### src/rtl/decomposition_rx.sv
// decomposition_rx: captures a pair of SIZE_N-element fp_double vectors on the
// rising edge of in_valid, scans the second vector for its largest-magnitude
// element (one element per cycle), then streams the element pairs out over a
// valid/ready handshake.
//
// Optional feature macro: DECOMP_RX_OVERRUN_EN adds a sticky `overrun` output
// flagging in_valid rises that arrived while a capture was still in progress.
//
// Ports:
//   clk            single clock, rising edge
//   rst            asynchronous, active-low reset
//   in_valid       level "vectors valid"; a 0->1 transition in IDLE captures
//   first_vector   SIZE_N x 64-bit initial vector
//   second_vector  SIZE_N x 64-bit matrix-times-vector result
//   out_valid      element pair presented
//   out_ready      downstream accepts the presented pair
//   out_index      index of the presented pair
//   out_first      presented first_vector element
//   out_second     presented second_vector element
//   out_last       presented pair is index SIZE_N-1
//   max_index      index of largest |second_vector| element
//   max_valid      max_index valid for the current capture
//   overrun        (DECOMP_RX_OVERRUN_EN only) sticky ignored-rise flag
//   busy           high while scanning or streaming
module decomposition_rx #(
  parameter int unsigned SIZE_N = 8,
  localparam int unsigned IW = $clog2(SIZE_N)
) (
  input  logic                     clk,
  input  logic                     rst,
  input  logic                     in_valid,
  input  logic [SIZE_N-1:0][63:0]  first_vector,
  input  logic [SIZE_N-1:0][63:0]  second_vector,
  output logic                     out_valid,
  input  logic                     out_ready,
  output logic [IW-1:0]            out_index,
  output logic [63:0]              out_first,
  output logic [63:0]              out_second,
  output logic                     out_last,
  output logic [IW-1:0]            max_index,
  output logic                     max_valid,
`ifdef DECOMP_RX_OVERRUN_EN
  output logic                     overrun,
`endif
  output logic                     busy
);

  typedef enum logic [1:0] {StIdle, StScan, StStream} state_e;

  state_e                    state_q, state_d;
  logic                      in_valid_q;
  logic [IW-1:0]             cnt_q, cnt_d;
  logic [SIZE_N-1:0][63:0]   first_q, first_d;
  logic [SIZE_N-1:0][63:0]   second_q, second_d;
  logic [IW-1:0]             cand_idx_q, cand_idx_d;
  logic [62:0]               cand_mag_q, cand_mag_d;
  logic [IW-1:0]             max_index_q, max_index_d;
  logic                      max_valid_q, max_valid_d;
  logic                      out_valid_q, out_valid_d;
  logic                      overrun_q, overrun_d;

  logic                      rise;
  logic                      cnt_last;
  logic [62:0]               cur_mag;
  logic [IW-1:0]             new_idx;
  logic [62:0]               new_mag;

  assign rise     = in_valid & ~in_valid_q;
  assign cnt_last = (cnt_q == IW'(SIZE_N - 1));

  always_comb begin
    state_d     = state_q;
    cnt_d       = cnt_q;
    first_d     = first_q;
    second_d    = second_q;
    cand_idx_d  = cand_idx_q;
    cand_mag_d  = cand_mag_q;
    max_index_d = max_index_q;
    max_valid_d = max_valid_q;
    out_valid_d = out_valid_q;
    // Sign bit dropped: bits [62:0] of an IEEE double order by magnitude.
    cur_mag     = second_q[cnt_q][62:0];
    new_idx     = cand_idx_q;
    new_mag     = cand_mag_q;
    // Ties keep the earlier index because only a strictly larger value wins.
    if ((cnt_q == '0) || (cur_mag > cand_mag_q)) begin
      new_idx = cnt_q;
      new_mag = cur_mag;
    end

    unique case (state_q)
      StIdle: begin
        if (rise) begin
          first_d     = first_vector;
          second_d    = second_vector;
          max_valid_d = 1'b0;
          cnt_d       = '0;
          state_d     = StScan;
        end
      end
      StScan: begin
        cand_idx_d = new_idx;
        cand_mag_d = new_mag;
        if (cnt_last) begin
          max_index_d = new_idx;
          max_valid_d = 1'b1;
          cnt_d       = '0;
          state_d     = StStream;
        end else begin
          cnt_d = cnt_q + 1'b1;
        end
      end
      StStream: begin
        // out_valid is registered, so the first pair appears one cycle after
        // entering STREAM.
        if (!out_valid_q) begin
          out_valid_d = 1'b1;
        end else if (out_ready) begin
          if (cnt_last) begin
            out_valid_d = 1'b0;
            cnt_d       = '0;
            state_d     = StIdle;
          end else begin
            cnt_d = cnt_q + 1'b1;
          end
        end
      end
      default: begin
        state_d = StIdle;
      end
    endcase

    overrun_d = overrun_q | (rise & (state_q != StIdle));
  end

  always_ff @(posedge clk or negedge rst) begin
    if (!rst) begin
      state_q     <= StIdle;
      in_valid_q  <= 1'b0;
      cnt_q       <= '0;
      first_q     <= '0;
      second_q    <= '0;
      cand_idx_q  <= '0;
      cand_mag_q  <= '0;
      max_index_q <= '0;
      max_valid_q <= 1'b0;
      out_valid_q <= 1'b0;
      overrun_q   <= 1'b0;
    end else begin
      state_q     <= state_d;
      in_valid_q  <= in_valid;
      cnt_q       <= cnt_d;
      first_q     <= first_d;
      second_q    <= second_d;
      cand_idx_q  <= cand_idx_d;
      cand_mag_q  <= cand_mag_d;
      max_index_q <= max_index_d;
      max_valid_q <= max_valid_d;
      out_valid_q <= out_valid_d;
      overrun_q   <= overrun_d;
    end
  end

  // Data outputs are gated so everything reads zero when nothing is presented.
  assign out_valid  = out_valid_q;
  assign out_index  = out_valid_q ? cnt_q : '0;
  assign out_first  = out_valid_q ? first_q[cnt_q] : '0;
  assign out_second = out_valid_q ? second_q[cnt_q] : '0;
  assign out_last   = out_valid_q & cnt_last;
  assign max_index  = max_index_q;
  assign max_valid  = max_valid_q;
  assign busy       = (state_q != StIdle);

`ifdef DECOMP_RX_OVERRUN_EN
  assign overrun = overrun_q;
`else
  // Ignored rises are silent in this build.
  logic unused_overrun;
  assign unused_overrun = overrun_q;
`endif

endmodule

### config.mk
export PLATFORM = sky130hd
export DESIGN_NAME = decomposition_rx
export DESIGN_NICKNAME = d
export VERILOG_FILES = /design/src/rtl/decomposition_rx.sv
export SDC_FILE = /design/constraint.sdc
export NUM_CORES = 2
export LEC_CHECK = 0
export ABC_AREA = 1
export CAP_MARGIN = 10
export CORE_AREA = 2 2 457 459
export DETAILED_ROUTE_END_ITERATION = 8
export DIE_AREA = 0 0 459 461
export PLACE_DENSITY = 0.53
export SLEW_MARGIN = 10
export SYNTH_ARGS = -nofsm -noshare
export SYNTH_HDL_FRONTEND = slang
export SYNTH_SLANG_ARGS = --single-unit
### constraint.sdc
create_clock -name clk -period 2.9 [get_ports clk]
set_clock_uncertainty 0.2 [all_clocks]
set_input_delay 0.58 -clock clk [delete_from_list [all_inputs] [get_ports clk]]
set_output_delay 0.58 -clock clk [all_outputs]
set_load 0.01 [all_outputs]
==> impl_metrics.env <==
export IMPL_num_vias=45400
export IMPL_syn_avg_cell_area_um2=10.9
export IMPL_htreeDepth=4
export IMPL_boundaryPins=1166
export IMPL_clk_latency_ns=0.80
export IMPL_clock_sinks=1101
export IMPL_fin_area_mm2=0.0850
export IMPL_cts_tree="built"
export IMPL_die_w_um=459
export IMPL_antenna_found_initial=117
export IMPL_wl_per_cell_um=27.6
export IMPL_fillCellCount=19600
export IMPL_p_total_w=0.108
export IMPL_hold_violations=0
export IMPL_drv_slew=0
export IMPL_ant_nets=0
export IMPL_synthCells=4761
export IMPL_max_slew_margin_rel_pct=47.8
export IMPL_final_setup_tns_ns=-150.01
export IMPL_syn_area_mm2=0.0517
export IMPL_syn_num_nets=5859
export IMPL_hold_class="primary input to flop"
export IMPL_syn_to_final_growth_pct=64.3
export IMPL_drt_iter0_markers=2915
export IMPL_grt_first_pass_wirelength_um=347000
export IMPL_grt_usage_pct=23.1
export IMPL_yosysTopAreaCell="dfrtp_1"
export IMPL_synth_warning_count=0
export IMPL_ys_seq_area_share_pct=53.3
export IMPL_timing_rr_start="cnt_q[0]"
export IMPL_required_ns=3.39
export IMPL_synth_distinct_cells=34
export IMPL_die_y_um=461
export IMPL_timing_rr_end="cand_mag_q[44]"
export IMPL_final_nets=7608
export IMPL_ys_ff_latch=1101
export IMPL_cts_root_buf="clkbuf_16"
export IMPL_wl_met3_um=19600
export IMPL_start_util_pct=25.1
export IMPL_startpoint_type="flop"
export IMPL_layout_setup_ws_ns=-0.940
export IMPL_gp_congestion=0.916
export IMPL_crit_path_start="cnt_q[0]"
export IMPL_p_leak_nw=36.3
export IMPL_cts_made_buffers=139
export IMPL_crit_type="flop to flop"
export IMPL_worst_slew_pin_slew_ns=0.782
export IMPL_wl_met2_um=128000
export IMPL_fmax_ghz=0.260
export IMPL_place_ws_ns=-1.21
export IMPL_violations="negative setup slack"
export IMPL_dr_max_layer_used="met5"
export IMPL_cellPowerDensity_mw_per_mm2=1270
export IMPL_io_buffers=1165
export IMPL_endpoint_kind="flop"
export IMPL_fin_crit_ns=3.84
export IMPL_grt_max_degree=101
export IMPL_wl_met1_um=96500
export IMPL_placementRows=167
export IMPL_irDropWorstVdd_v=0.000852
export IMPL_finalSetupViolations=202
export IMPL_max_cap_violations=0
export IMPL_drc=0
export IMPL_wl_um=259000
export IMPL_clkSlewWorstSetupHoldPaths_ns=0.06
export IMPL_post_route_period_util_pct=132
export IMPL_synth_top_cell_area_share_pct=53.3
export IMPL_drive_gt1_share_pct=45.8
export IMPL_grt_overflow=0
export IMPL_yosys_top_cells_area="dfrtp_1 53%, mux2_2 22%, o21ai_0 5.3%"
export IMPL_die_area_mm2=0.212
export IMPL_rsz0062_at_grt="yes"
export IMPL_critPathCapture="cand_mag_q[44]"
export IMPL_crit_fanout=13
export IMPL_core_mm2=0.206
export IMPL_hpwl_um=180000
export IMPL_clockBufferDepth=3
export IMPL_grt_pass1_vias=46300
export IMPL_reg2reg_depth=24
export IMPL_r2r_slack_ns=-0.94
export IMPL_post_dp_cell_area_mm2=0.0695
export IMPL_status="complete, but fails checks"
export IMPL_via_per_inst=4.85
export IMPL_post_route_util_pct=41.2
export IMPL_firstDrtPassIters=7
export IMPL_crit_arrival_ns=4.33
## how the worst min path moves through the flow
| stage | start | endpoint | cells past startpoint |
|---|---|---|---|
| finish | first_vector[328] | first_q[328] | 2 |
| CTS | in_valid | in_valid_q | 1 |
| floorplan | rst | cand_idx_q[0] | 0 |
| global route | in_valid | in_valid_q | 1 |
| global placement | cand_mag_q[53] | cand_mag_q[53] | 2 |
| detailed placement | cand_mag_q[2] | cand_mag_q[2] | 2 |
## cells in the final DEF (no fill, tap or decap), types with 16 or more instances in the layout
cell and n:
inv_1 118, nand3_2 18, nor2_1 425, nor2_4 86
o21ai_0 235, mux2_2 1024, inv_4 21, buf_8 53
o21ai_4 73, o22ai_2 91, o21ai_1 161, ha_4 21
buf_16 67, nor2_2 88, nand2_1 207, buf_6 184
diode_2 52, clkbuf_1 36, o22ai_4 32, dfrtp_1 1098
nand2_4 50, buf_12 160, ha_1 49, buf_2 34
buf_4 377, clkbuf_8 34, inv_2 79, clkinv_2 16
clkdlybuf4s50_1 1035, o21ai_2 180, o22ai_1 132, clkbuf_16 169
nand2_2 110, nand3_1 60
## report_power, final
part	total [W]	switching [W]	internal [W]
clock	0.0178	0.00743	0.0104
sequential	0.0286	0.00539	0.0232
combinational	0.0618	0.0305	0.0313
total	0.108	0.0433	0.0648
## routing by layer
layer  track usage [%]  vias up
li1                  -    20100
met1              25.8    23000
met2              40.1     1752
met3              6.90      551
met4              10.9      102
met5                 0        -
## Yosys cell counts, drive strengths merged
library cell	instances
buf	183
and3	1
nand3	84
a21o	4
nand4	6
nor2b	1
inv	228
a21oi	23
o221ai	1
dfrtp	1101
nor3b	1
ha	70
nor3	3
nand2	369
o21ai	649
nor2	599
a21boi	1
mux2	1024
o22ai	255
a31oi	1
clkbuf	157
## final cells by class
class | instances | area [um2] | area share (%)
Antenna cell | 52 | 130 | 0.153
Clock buffer | 211 | 4130 | 4.86
Multi-Input combinational cell | 3092 | 26100 | 30.7
Timing Repair Buffer | 1946 | 22200 | 26.1
Clock inverter | 36 | 518 | 0.609
Sequential cell | 1101 | 27600 | 32.4
Tap cell | 2704 | 3380 | 3.98
Timing Repair inverter | 2 | 36.3 | 0.0427
Inverter | 228 | 986 | 1.16
## worst max-delay path: stages (launching register included)
cell and delay, ns:
dfrtp_4 0.51, buf_12 0.17, buf_16 0.16, buf_12 0.16, o21ai_1 0.17, o22ai_1 0.14
buf_4 0.17, nand2_1 0.09, o21ai_2 0.10, ha_4 0.33, nand4_1 0.11, nor2_2 0.13
nand2_1 0.08, nor2_2 0.15, nor2_4 0.07, nand2_2 0.08, nand2_2 0.05, nand2_2 0.09
nand2_4 0.06, nand2_4 0.08, nand2_8 0.10, buf_12 0.19, clkbuf_16 0.18, nand2_2 0.06
o21ai_2 0.05
## per-stage QoR
step | hold WS [ns] | std cells
2_1_floorplan | 0.0844 | 4761
3_3_place_gp | 0.266 | 8691
3_5_place_dp | 0.268 | 8691
4_1_cts | 0.100 | 9212
5_1_grt | 0.119 | 9337
6_report | 0.181 | 9372
## kinds of logic (layout without fill, tap and decap cells)
logic type / count (synthesis) / in the layout / share of synthesized area [%]
other: 0 / 52 / 0
flip-flops: 1101 / 1101 / 53.3
multiplexers: 1024 / 1024 / 22.3
AO/OA/AOI/OAI: 934 / 934 / 9.88
adder cells (fa/ha/maj): 70 / 70 / 1.69
buffers and inverters: 568 / 2423 / 4.75
AND/OR/NAND/NOR: 1064 / 1064 / 8.11
## registers in the layout (all words and copies together), names as in the netlist
| name | flops |
|---|---|
| cnt_q | 3 |
| max_valid | 1 |
| max_index | 3 |
| state_q | 2 |
| cand_idx_q | 3 |
| cand_mag_q | 63 |
| first_q | 512 |
| in_valid_q | 1 |
| second_q | 512 |
| out_valid | 1 |
## what timing repair did
item / 4_1_cts / 5_1_grt
hold endpoints to repair: 1 / 0
pin swaps: 240 / 339
cloned: 71 / 31
setup buffers: 215 / 127
gates resized for setup: 1279 / 1013
hold buffers: 1 / 0
setup endpoints to repair: 203 / 203
(Power assumes the default switching activity.)
